[src/rtl/calc_display_scan.sv]
// rtl/calc_display_scan.sv - double-buffered 8-digit multiplexed seven-segment display driver

package calc_pkg;

    localparam int NumDigits = 8;
    localparam int ExpW      = $clog2(NumDigits);

    typedef struct packed {
        logic                   error;
        logic                   sign;
        logic [ExpW-1:0]        exponent;
        logic [4*NumDigits-1:0] significand;
    } num_t;

    // Segment pattern for one BCD digit, bit 6 = a ... bit 0 = g
    function automatic logic [6:0] bcd2segments(input logic [3:0] bcd);
        logic [6:0] seg;
        case (bcd)
            4'd0:    seg = 7'b1111110;
            4'd1:    seg = 7'b0110000;
            4'd2:    seg = 7'b1101101;
            4'd3:    seg = 7'b1111001;
            4'd4:    seg = 7'b0110011;
            4'd5:    seg = 7'b1011011;
            4'd6:    seg = 7'b1011111;
            4'd7:    seg = 7'b1110000;
            4'd8:    seg = 7'b1111111;
            4'd9:    seg = 7'b1111011;
            default: seg = 7'b0000001;
        endcase
        return seg;
    endfunction

endpackage

module calc_display_scan #(
    parameter int NumDigits = calc_pkg::NumDigits,
    parameter int ScanDiv   = 1000
) (
    input  logic                              clk_i,
    input  logic                              rst_ni,
    input  logic [$bits(calc_pkg::num_t)-1:0] num_i,
    input  logic                              load_i,
    output logic                              busy_o,
    output logic                              frame_o,
    output logic [NumDigits-1:0]              digit_en_o,
    output logic [6:0]                        segments_o,
    output logic                              dp_o,
    output logic                              sign_o,
    output logic                              error_o
);

    localparam int CntW = (ScanDiv > 1) ? $clog2(ScanDiv) : 1;
    localparam int IdxW = (NumDigits > 1) ? $clog2(NumDigits) : 1;

    localparam logic [CntW-1:0] CntLast = CntW'(ScanDiv - 1);
    localparam logic [IdxW-1:0] IdxLast = IdxW'(NumDigits - 1);
    localparam logic [6:0]      SegE    = 7'b1001111;
    localparam logic [6:0]      SegDash = 7'b0000001;

    calc_pkg::num_t  num_in;
    calc_pkg::num_t  pending_q;
    calc_pkg::num_t  active_q;
    logic            pending_valid_q;
    logic [CntW-1:0] cnt_q;
    logic [IdxW-1:0] idx_q;
    logic            boundary;

    logic [3:0]           digits [NumDigits];
    logic [IdxW-1:0]      msd;
    logic [IdxW-1:0]      hi;
    logic [IdxW-1:0]      exp_idx;
    logic [3:0]           cur_bcd;
    logic [6:0]           seg_d;
    logic                 dp_d;
    logic [NumDigits-1:0] digit_en_d;
    logic                 sign_d;

    assign num_in   = calc_pkg::num_t'(num_i);
    assign boundary = (cnt_q == CntLast) && (idx_q == IdxLast);
    assign busy_o   = pending_valid_q;

    // Prescaler, digit index and the pending/active double buffer
    always_ff @(posedge clk_i or negedge rst_ni) begin
        if (!rst_ni) begin
            cnt_q           <= '0;
            idx_q           <= '0;
            pending_q       <= '0;
            pending_valid_q <= 1'b0;
            active_q        <= '0;
        end else begin
            if (cnt_q == CntLast) begin
                cnt_q <= '0;
                idx_q <= (idx_q == IdxLast) ? '0 : idx_q + 1'b1;
            end else begin
                cnt_q <= cnt_q + 1'b1;
            end

            if (boundary) begin
                // A load landing on the boundary goes straight to the display
                if (load_i) begin
                    active_q        <= num_in;
                    pending_valid_q <= 1'b0;
                end else if (pending_valid_q) begin
                    active_q        <= pending_q;
                    pending_valid_q <= 1'b0;
                end
            end else if (load_i) begin
                pending_q       <= num_in;
                pending_valid_q <= 1'b1;
            end
        end
    end

    // Per-digit content: leading-zero blanking, dash for non-BCD, error 'E'
    always_comb begin
        msd = '0;
        for (int i = 0; i < NumDigits; i++) begin
            digits[i] = active_q.significand[4*i +: 4];
            if (digits[i] != 4'd0) begin
                msd = IdxW'(i);
            end
        end
        exp_idx = IdxW'(active_q.exponent);
        hi      = (exp_idx > msd) ? exp_idx : msd;
        cur_bcd = digits[idx_q];

        if (active_q.error) begin
            seg_d = (idx_q == '0) ? SegE : 7'b0;
            dp_d  = 1'b0;
        end else begin
            if (idx_q > hi) begin
                seg_d = 7'b0;
            end else if (cur_bcd > 4'd9) begin
                seg_d = SegDash;
            end else begin
                seg_d = calc_pkg::bcd2segments(cur_bcd);
            end
            dp_d = (idx_q == exp_idx);
        end

        digit_en_d = NumDigits'(1) << idx_q;
        // Dead cycle between digits suppresses ghosting on the shared segment lines
        if (cnt_q == '0) begin
            digit_en_d = '0;
            seg_d      = 7'b0;
            dp_d       = 1'b0;
        end

        sign_d = active_q.sign & ~active_q.error & (active_q.significand != '0);
    end

    // Registered display pins, one cycle behind the scan state
    always_ff @(posedge clk_i or negedge rst_ni) begin
        if (!rst_ni) begin
            frame_o    <= 1'b0;
            digit_en_o <= '0;
            segments_o <= '0;
            dp_o       <= 1'b0;
            sign_o     <= 1'b0;
            error_o    <= 1'b0;
        end else begin
            frame_o    <= boundary;
            digit_en_o <= digit_en_d;
            segments_o <= seg_d;
            dp_o       <= dp_d;
            sign_o     <= sign_d;
            error_o    <= active_q.error;
        end
    end

endmodule

[config.mk]
export PLATFORM = sky130hd
export DESIGN_NAME = calc_display_scan
export DESIGN_NICKNAME = d
export VERILOG_FILES = /design/src/rtl/calc_display_scan.sv
export SDC_FILE = /design/constraint.sdc
export NUM_CORES = 1
export LEC_CHECK = 0
export BUFFER_PORTS_ARGS = -buffer_cell sky130_fd_sc_hd__clkbuf_2
export CAP_MARGIN = 20
export CORE_MARGIN = 5
export CORE_UTILIZATION = 43
export DETAILED_ROUTE_END_ITERATION = 16
export PLACE_DENSITY_LB_ADDON = 0.12
export RECOVER_POWER = 50
export SKIP_CTS_REPAIR_TIMING = 1
export SYNTH_ARGS = -nofsm -noshare
export SYNTH_HDL_FRONTEND = slang
export SYNTH_SLANG_ARGS = --single-unit
[constraint.sdc]
create_clock -name clk_i -period 5.53 [get_ports clk_i]
set_input_delay 0.8295 -clock clk_i [delete_from_list [all_inputs] [get_ports clk_i]]
set_output_delay 0.8295 -clock clk_i [all_outputs]
set_load 0.05 [all_outputs]
==> results by group, run 1 <==
Status
  – Status: complete, but fails checks
  – Failing checks: max-capacitance violations, max-slew violations

Power and ir drop
  – Cell Pwr Density: 257.6 nW/um2
  – Lkg Pwr: 2.725 nW
  – Total Power: 1.510 mW
  – VDD IR max: 0.1489 mV

Yosys
  – Sequential area share after synthesis: 51.60%
  – Mapped cell area: 5189 um2
  – Post-synth top area cell: dfrtp_1
  – Syn nets: 501
  – Synth cell types: 48
  – Synth Instances: 441
  – #FFs+latches synth: 107
  – Yosys warnings: 0
  – Number of synthesized flops with an enable pin: 0
  – Top-area cell type share of the netlist area: 51.60%
  – Syn Area/Cell: 11.77 um2
  – Asr flop ratio synth: 100.0%
  – Top FF cell, synth: dfrtp_1
  – Synth area leaders: dfrtp_1 (52%), mux2_1 (8.0%), mux2i_1 (7.1%)

Floorplanning
  – Die height: 119.9 um
  – Core footprint: 11910 um2
  – Die ar.: 14360 um2
  – Die W: 119.9 um
  – I/O pin count: 60
  – Row count: 40
  – Initial Utilization: 43.56%

Critical path
  – Arrival time worst endpoint: 4.04 ns
  – Worst-path fanout max: 3
  – CP Capture Type: register
  – Reg2reg path depth: 16
  – Startpoint Class: register
  – Req. time, crit path: 5.77 ns
  – Crit path kind: reg -> reg

STA
  – Fmax: 262.9 MHz
  – Max-slew headroom: -106.5%
  – Final Setup Violations: 0
  – RSZ-0062 raised after global routing: false
  – Fin worst setup slack: 1.727 ns
  – Hold slack: 0.4831 ns
  – Fin crit share: 68.77%
  – Setup total negative slack: 0 ns
  – Fin. Hold Viols: 0
  – Fin crit period: 3.803 ns
  – Slew Limit Fails: 58
  – Setup Skew: 0.006841 ns
  – Tightest Pin Transition: 3.097 ns

Placement
  – Final GP Congestion: 0.8504
  – DP Worst Slack: 1.771 ns
  – DP Area: 5607 um2
  – Final HPWL from detailed placement: 7273 um
  – PortBufs: 59

Cells and area
  – Area growth from synthesis to layout: 13.00%
  – Share of cells above drive strength 1: 15.66%
  – Fin nets: 555
  – Final non-filler cell area: 5863 um2
  – Antenna cells: 0

Clock network
  – H-tree Lvls: 3
  – Worst skew pair latency: 0.35 ns
  – Clock sink count: 107
  – CTS clk-pin slew, worst paths: 0.07 ns
  – Clk buf depth: 2
  – CTS tree: built
  – CTS root buf: clkbuf_16
  – TritonCTS Buffers: 9

GRT
  – Vias in the first global route: 3475
  – Initial antenna violation count: 0
  – First-pass GRT wire length: 17200 um
  – Pin count of the biggest net entering global routing: 58
  – Global route total overflow: 0
  – Tot GR Track Use: 15.14%

Routing
  – Antenna viol nets, final: 0
  – DR vias/cell: 5.236
  – Initial DRC count: 117
  – DRT Pass-1 Iters: 4
  – Routed length per instance: 15.69 um
  – # DRC: 0
  – DR vias: 3377
  – Final WL: 10120 um

Worst hold path
  – Hold Path Class: reg -> reg
  – Hold path depth: 1

Flow run
  – Maxcap violations: 1
[power by group]
part / leakage, nW / total (mW) / internal (mW) / switching (mW)
sequential: 1.35 / 0.821 / 0.810 / 0.0115
clock: 0.137 / 0.593 / 0.323 / 0.271
combinational: 1.24 / 0.0956 / 0.0443 / 0.0513
total: 2.72 / 1.51 / 1.18 / 0.334
[per-stage QoR]
stage               util (%)  cells
floorplan                  -    441
global placement       47.07    630
detailed placement     47.07    630
CTS                    49.32    644
global route           49.22    645
finish                 49.22    645
[cell families (layout without fill, tap and decap cells)]
group	count (synthesis)	count (layout)	synth area share [%]
AND/OR/NAND/NOR	113	113	10.39
flip-flops	107	107	51.60
multiplexers	87	87	20.35
AO/OA/AOI/OAI	69	69	8.054
buffers and inverters	36	93	3.255
adder cells (fa/ha/maj)	20	20	4.823
XOR/XNOR	9	9	1.519
[flip-flops by register name, summed over array words and instances, names as in the netlist]
signal      count
pending_q      37
active_q       34
cnt_q          10
digit_en_o      8
segments_o      7
exp_idx         3
idx_q           3
busy_o          1
dp_o            1
error_o         1
frame_o         1
sign_o          1
[critical path: stages (launching register included)]
cell,delay [ns]
dfrtp_1,0.39
or4_1,0.54
o21bai_1,0.18
a21oi_1,0.17
o21ai_1,0.11
ha_1,0.21
inv_1,0.05
a21o_1,0.10
a21oi_1,0.09
a31oi_1,0.26
mux2_2,0.39
ha_1,0.29
nor2b_1,0.13
o21ai_1,0.06
a32oi_1,0.36
o21ai_0,0.19
o211a_1,0.17
[metal layers]
| layer | wire length (um) | track usage (%) | vias up |
|---|---|---|---|
| met5 | 0 | 0 | - |
| met2 | 4748 | 24.01 | 60 |
| li1 | - | - | 1662 |
| met1 | 4739 | 19.77 | 1642 |
| met4 | 184 | 5.655 | 0 |
| met3 | 450 | 4.383 | 13 |
[layout by cell type, fill, tap and decap left out, types with 5 or more instances in the layout]
master	Yosys	layout
clkbuf_1	12	21
nor2_1	19	19
inv_2	5	5
nor4_1	7	7
inv_1	10	10
a21oi_1	7	7
ha_1	20	20
mux2i_1	37	37
mux4_2	6	6
o21ai_1	43	40
and3_1	6	6
clkbuf_16	0	9
o21ai_0	4	6
nand3_1	7	7
clkbuf_2	0	39
mux2_1	37	37
nand2_1	50	50
dfrtp_1	107	107
xor2_1	6	6
[final cells by class]
type	count	area, um2
fill	1141	6048
multi-input combinational	298	2361
timing repair buffer	64	316.6
clock buffer	11	252.7
inverter	15	56.30
sequential	107	2678
clock inverter	3	15.01
tap	147	183.9
[cell usage after synthesis (all sizes together), types with 6 or more instances]
| master | n |
|---|---|
| nor2 | 19 |
| inv | 15 |
| nand3 | 7 |
| clkbuf | 12 |
| and3 | 6 |
| xor2 | 6 |
| buf | 9 |
| a21oi | 7 |
| nand2 | 50 |
| ha | 20 |
| o21ai | 47 |
| mux4 | 8 |
| dfrtp | 107 |
| mux2i | 40 |
| nor4 | 8 |
| mux2 | 39 |
[path summary, 6_finish.rpt]
path	from	end	slack [ns]
worst max-delay path	active_q[14]	segments_o[2]	1.73
worst min-delay path	pending_q[3]	pending_q[3]	0.48
worst max register to register	active_q[14]	segments_o[2]	1.73
worst min register to register	pending_q[3]	pending_q[3]	0.48
max in group asynchronous	rst_ni	active_q[12]	2.10
min in group asynchronous	rst_ni	cnt_q[6]	1.49
(Power assumes the default switching activity.)
==> inputs of run 2 (changes only) <==
--- a/config.mk
+++ b/config.mk
@@ -5,6 +5,7 @@
 export SDC_FILE = /design/constraint.sdc
 export NUM_CORES = 1
 export LEC_CHECK = 0
+export ABC_AREA = 1
 export BUFFER_PORTS_ARGS = -buffer_cell sky130_fd_sc_hd__clkbuf_2
 export CAP_MARGIN = 20
 export CORE_MARGIN = 5
==> constraint.sdc (replaced) <==
create_clock -name clk_i -period 3.6 [get_ports clk_i]
set_input_delay 0.54 -clock clk_i [delete_from_list [all_inputs] [get_ports clk_i]]
set_output_delay 0.54 -clock clk_i [all_outputs]
set_load 0.05 [all_outputs]
==> results by group, run 2 <==
Placement
  – Placed cell count: 897 (was 630)
  – Final GP Congestion: 0.8698 (was 0.8504)
  – PortBufs: 59 (unchanged)
  – Final HPWL from detailed placement: 8596 um (was 7273 um)

GRT
  – Vias in the first global route: 4281 (was 3475)
  – Tot GR Track Use: 17.09% (was 15.14%)
  – Initial antenna violation count: 0 (unchanged)
  – Global route total overflow: 0 (unchanged)
  – First-pass GRT wire length: 20500 um (was 17200 um)
  – Pin count of the biggest net entering global routing: 47 (was 58)

Yosys
  – Top FF cell, synth: dfrtp_1 (unchanged)
  – Asr flop ratio synth: 100.0% (unchanged)
  – Most frequent cells after synthesis: nand2_1 (214), dfrtp_1 (107), inv_1 (75) (was dfrtp_1 (107), nand2_1 (50), o21ai_1 (43))
  – Number of synthesized flops with an enable pin: 0 (unchanged)
  – Yosys warnings: 0 (unchanged)
  – Top-area cell type share of the netlist area: 49.33% (was 51.60%)
  – Mapped cell area: 5428 um2 (was 5189 um2)
  – Syn Area/Cell: 7.889 um2 (was 11.77 um2)
  – Post-synth top area cell: dfrtp_1 (unchanged)
  – Synth Instances: 688 (was 441)
  – Syn nets: 748 (was 501)
  – Synth cell types: 33 (was 48)
  – Most frequent cell after synthesis: nand2_1 (was dfrtp_1)
  – Synth area leaders: dfrtp_1 (49%), nand2_1 (15%), nand3_1 (5.9%) (was dfrtp_1 (52%), mux2_1 (8.0%), mux2i_1 (7.1%))
  – Sequential area share after synthesis: 49.33% (was 51.60%)
  – #FFs+latches synth: 107 (unchanged)

Clock network
  – Worst skew pair latency: 0.35 ns (about the same)
  – H-tree Lvls: 3 (unchanged)
  – CTS tree: built (unchanged)
  – CTS root buf: clkbuf_16 (unchanged)
  – CTS clk-pin slew, worst paths: 0.07 ns (about the same)
  – Clk buf depth: 2 (unchanged)
  – TritonCTS Buffers: 9 (unchanged)
  – Clock sink count: 107 (unchanged)

Power and ir drop
  – Combinational cell fraction of total power: 11.9% (was 6.3%)
  – Lkg Pwr: 3.215 nW (was 2.725 nW)
  – Internal: 1.955 mW (was 1.176 mW)
  – Net Sw Frac: 25.86% (was 22.10%)
  – Cell Pwr Density: 428.6 nW/um2 (was 257.6 nW/um2)
  – Flop pwr share: 50.0% (was 54.4%)
  – NetSw: 0.6818 mW (was 0.3337 mW)
  – VDD IR max: 0.2028 mV (was 0.1489 mV)
  – Clock power frac: 38.1% (was 39.3%)

Floorplanning
  – Die ar.: 14970 um2 (was 14360 um2)
  – Die W: 122.4 um (was 119.9 um)
  – Core footprint: 12520 um2 (was 11910 um2)
  – I/O pin count: 60 (unchanged)
  – Row count: 41 (was 40)
  – Die height: 122.4 um (was 119.9 um)
  – Initial Utilization: 43.36% (was 43.56%)

Critical path
  – CP Capture Type: register (unchanged)
  – Startpoint Class: register (unchanged)
  – CP most frequent cell: nand2_1
  – Crit path kind: reg -> reg (unchanged)
  – Crit-path cells: nor4_1, nand2_1, nand2_1, nand2_1, inv_1, ha_1, a31oi_1, a21boi_0, o21ai_0, ha_1, nand3b_1, a32oi_1, a21oi_2, nand3_1, a21oi_1 (was or4_1, o21bai_1, a21oi_1, o21ai_1, ha_1, inv_1, a21o_1, a21oi_1, a31oi_1, mux2_2, ha_1, nor2b_1, o21ai_1, a32oi_1, o21ai_0, o211a_1)
  – Worst-path fanout max: 5 (was 3)
  – Req. time, crit path: 3.86 ns (was 5.77 ns)
  – Arrival time worst endpoint: 3.34 ns (was 4.04 ns)
  – Worst path slowest cell: dfrtp_1 (was or4_1)
  – Max stage delay on crit path: 0.39 ns (was 0.54 ns)

STA
  – Setup Skew: 0.01072 ns (was 0.006841 ns)
  – Fin crit period: 3.079 ns (was 3.803 ns)
  – Fin. Hold Viols: 0 (unchanged)
  – Tightest Pin Transition: 2.395 ns (was 3.097 ns)
  – Fin crit share: 85.53% (was 68.77%)
  – RSZ-0062 raised after global routing: false (unchanged)
  – Max-slew headroom: -59.69% (was -106.5%)
  – Setup total negative slack: 0 ns (unchanged)
  – Fmax: 324.8 MHz (was 262.9 MHz)
  – Slew Limit Fails: 47 (was 58)
  – Final Setup Violations: 0 (unchanged)

Cells and area
  – Area growth from synthesis to layout: 13.35% (was 13.00%)
  – Final Instance Count excl. Fillers: 913 (was 645)
  – Max FFs per register: 37 (unchanged)
  – Biggest regs: pending_q x37, active_q x34, cnt_q x10 (unchanged)
  – Most common cell after layout, fill and taps aside: nand2_1 (was dfrtp_1)
  – Fin nets: 796 (was 555)
  – Share of cells above drive strength 1: 12.01% (was 15.66%)
  – Antenna cells: 0 (unchanged)
  – Reg with most FFs: pending_q (unchanged)
  – Commonest cells after routing, fill and taps aside: nand2_1 (214), dfrtp_1 (107), inv_1 (75) (was dfrtp_1 (107), nand2_1 (50), o21ai_1 (40))

Status
  – Failing checks: max-capacitance violations, max-slew violations (unchanged)
  – Status: complete, but fails checks (unchanged)

Routing
  – Initial DRC count: 302 (was 117)
  – # DRC: 0 (unchanged)
  – DR vias/cell: 4.992 (was 5.236)
  – Antenna viol nets, final: 0 (unchanged)
  – DR vias: 4558 (was 3377)
  – DRT Pass-1 Iters: 5 (was 4)
  – Routed length per instance: 13.19 um (was 15.69 um)
  – Final WL: 12040 um (was 10120 um)

Worst hold path
  – Hold Path Class: in -> reg (was reg -> reg)

Flow run
  – Maxcap violations: 1 (unchanged)
run 2: cell count changes after synthesis, sizes merged, moves of 39 or more:
cell / delta
nand2: +165
inv: +62
nand3: +57
mux2i: -40
mux2: -39
run 2: per-layer routing:
metal | vias up | part of all wire, % | global-route usage (%)
li1 | 2319 | - | -
met1 | 2106 | 46 | 23.95
met2 | 116 | 46 | 26.11
met3 | 17 | 5.3 | 3.548
met4 | 0 | 2.1 | 6.578
met5 | - | 0 | 0
run 2: metrics by stage:
| step | power (mW) | util (%) | hold slack [ns] | setup WS, ns | instance area, um2 |
|---|---|---|---|---|---|
| 6_report | 2.637 | 49.15 | 0.4300 | 0.5209 | 6152 |
| 3_3_place_gp | 1.654 | 46.81 | 0.4490 | 0.7316 | 5859 |
| 5_1_grt | 2.770 | 49.15 | 0.4174 | 0.04637 | 6152 |
| 2_1_floorplan | 1.545 | - | 0.2444 | 0.9953 | 5428 |
| 4_1_cts | 2.680 | 49.25 | 0.2013 | 0.5323 | 6165 |
| 3_5_place_dp | 1.663 | 46.81 | 0.4587 | 0.5728 | 5859 |
run 2: logic make-up (layout without fill, tap and decap cells):
kind of cell / Yosys count / after routing / share of synthesized area (%)
simple gates: 365 / 365 / 28.29
buf+inv: 112 / 165 / 8.644
flops: 107 / 107 / 49.33
compound gates: 83 / 83 / 8.968
fa+ha+maj: 20 / 20 / 4.610
xor+xnor: 1 / 1 / 0.1614
run 2: worst max-delay path: cells and delay by family, from the launching register on:
kind,cells,cell delay [ns]
compound gates,6,1.19
simple gates,6,0.85
fa+ha+maj,2,0.52
flops,1,0.39
buf+inv,1,0.06
run 2: area by class of cell:
type                       count  area, um2
tap                          172      215.2
sequential                   107       2678
fill                        1296       6365
multi-input combinational    469       2286
inverter                      78      292.8
clock buffer                  12      256.5
timing repair buffer          71      375.4
clock inverter                 4      48.80
run 2: worst paths after layout:
kind | startpoint | end | slack, ns | depth (start not counted)
worst min-delay path | num_i[10] | pending_q[10] | 0.43 | 3
worst max register to register | active_q[14] | segments_o[1] | 0.52 | 15
worst min register to register | cnt_q[0] | cnt_q[0] | 0.47 | 1
worst max-delay path | active_q[14] | segments_o[1] | 0.52 | 15
min in group asynchronous | rst_ni | cnt_q[3] | 0.92 | 1
max in group asynchronous | rst_ni | segments_o[5] | 0.85 | 2
run 2: power by group through the flow:
stage	Combinational (mW)	Clock, mW	Sequential, mW
5_1_grt	0.358	1.08	1.33
2_1_floorplan	0.169	0	1.38
3_5_place_dp	0.320	0	1.34
4_1_cts	0.321	1.04	1.32
3_3_place_gp	0.313	0	1.34
6_report	0.313	1.01	1.32
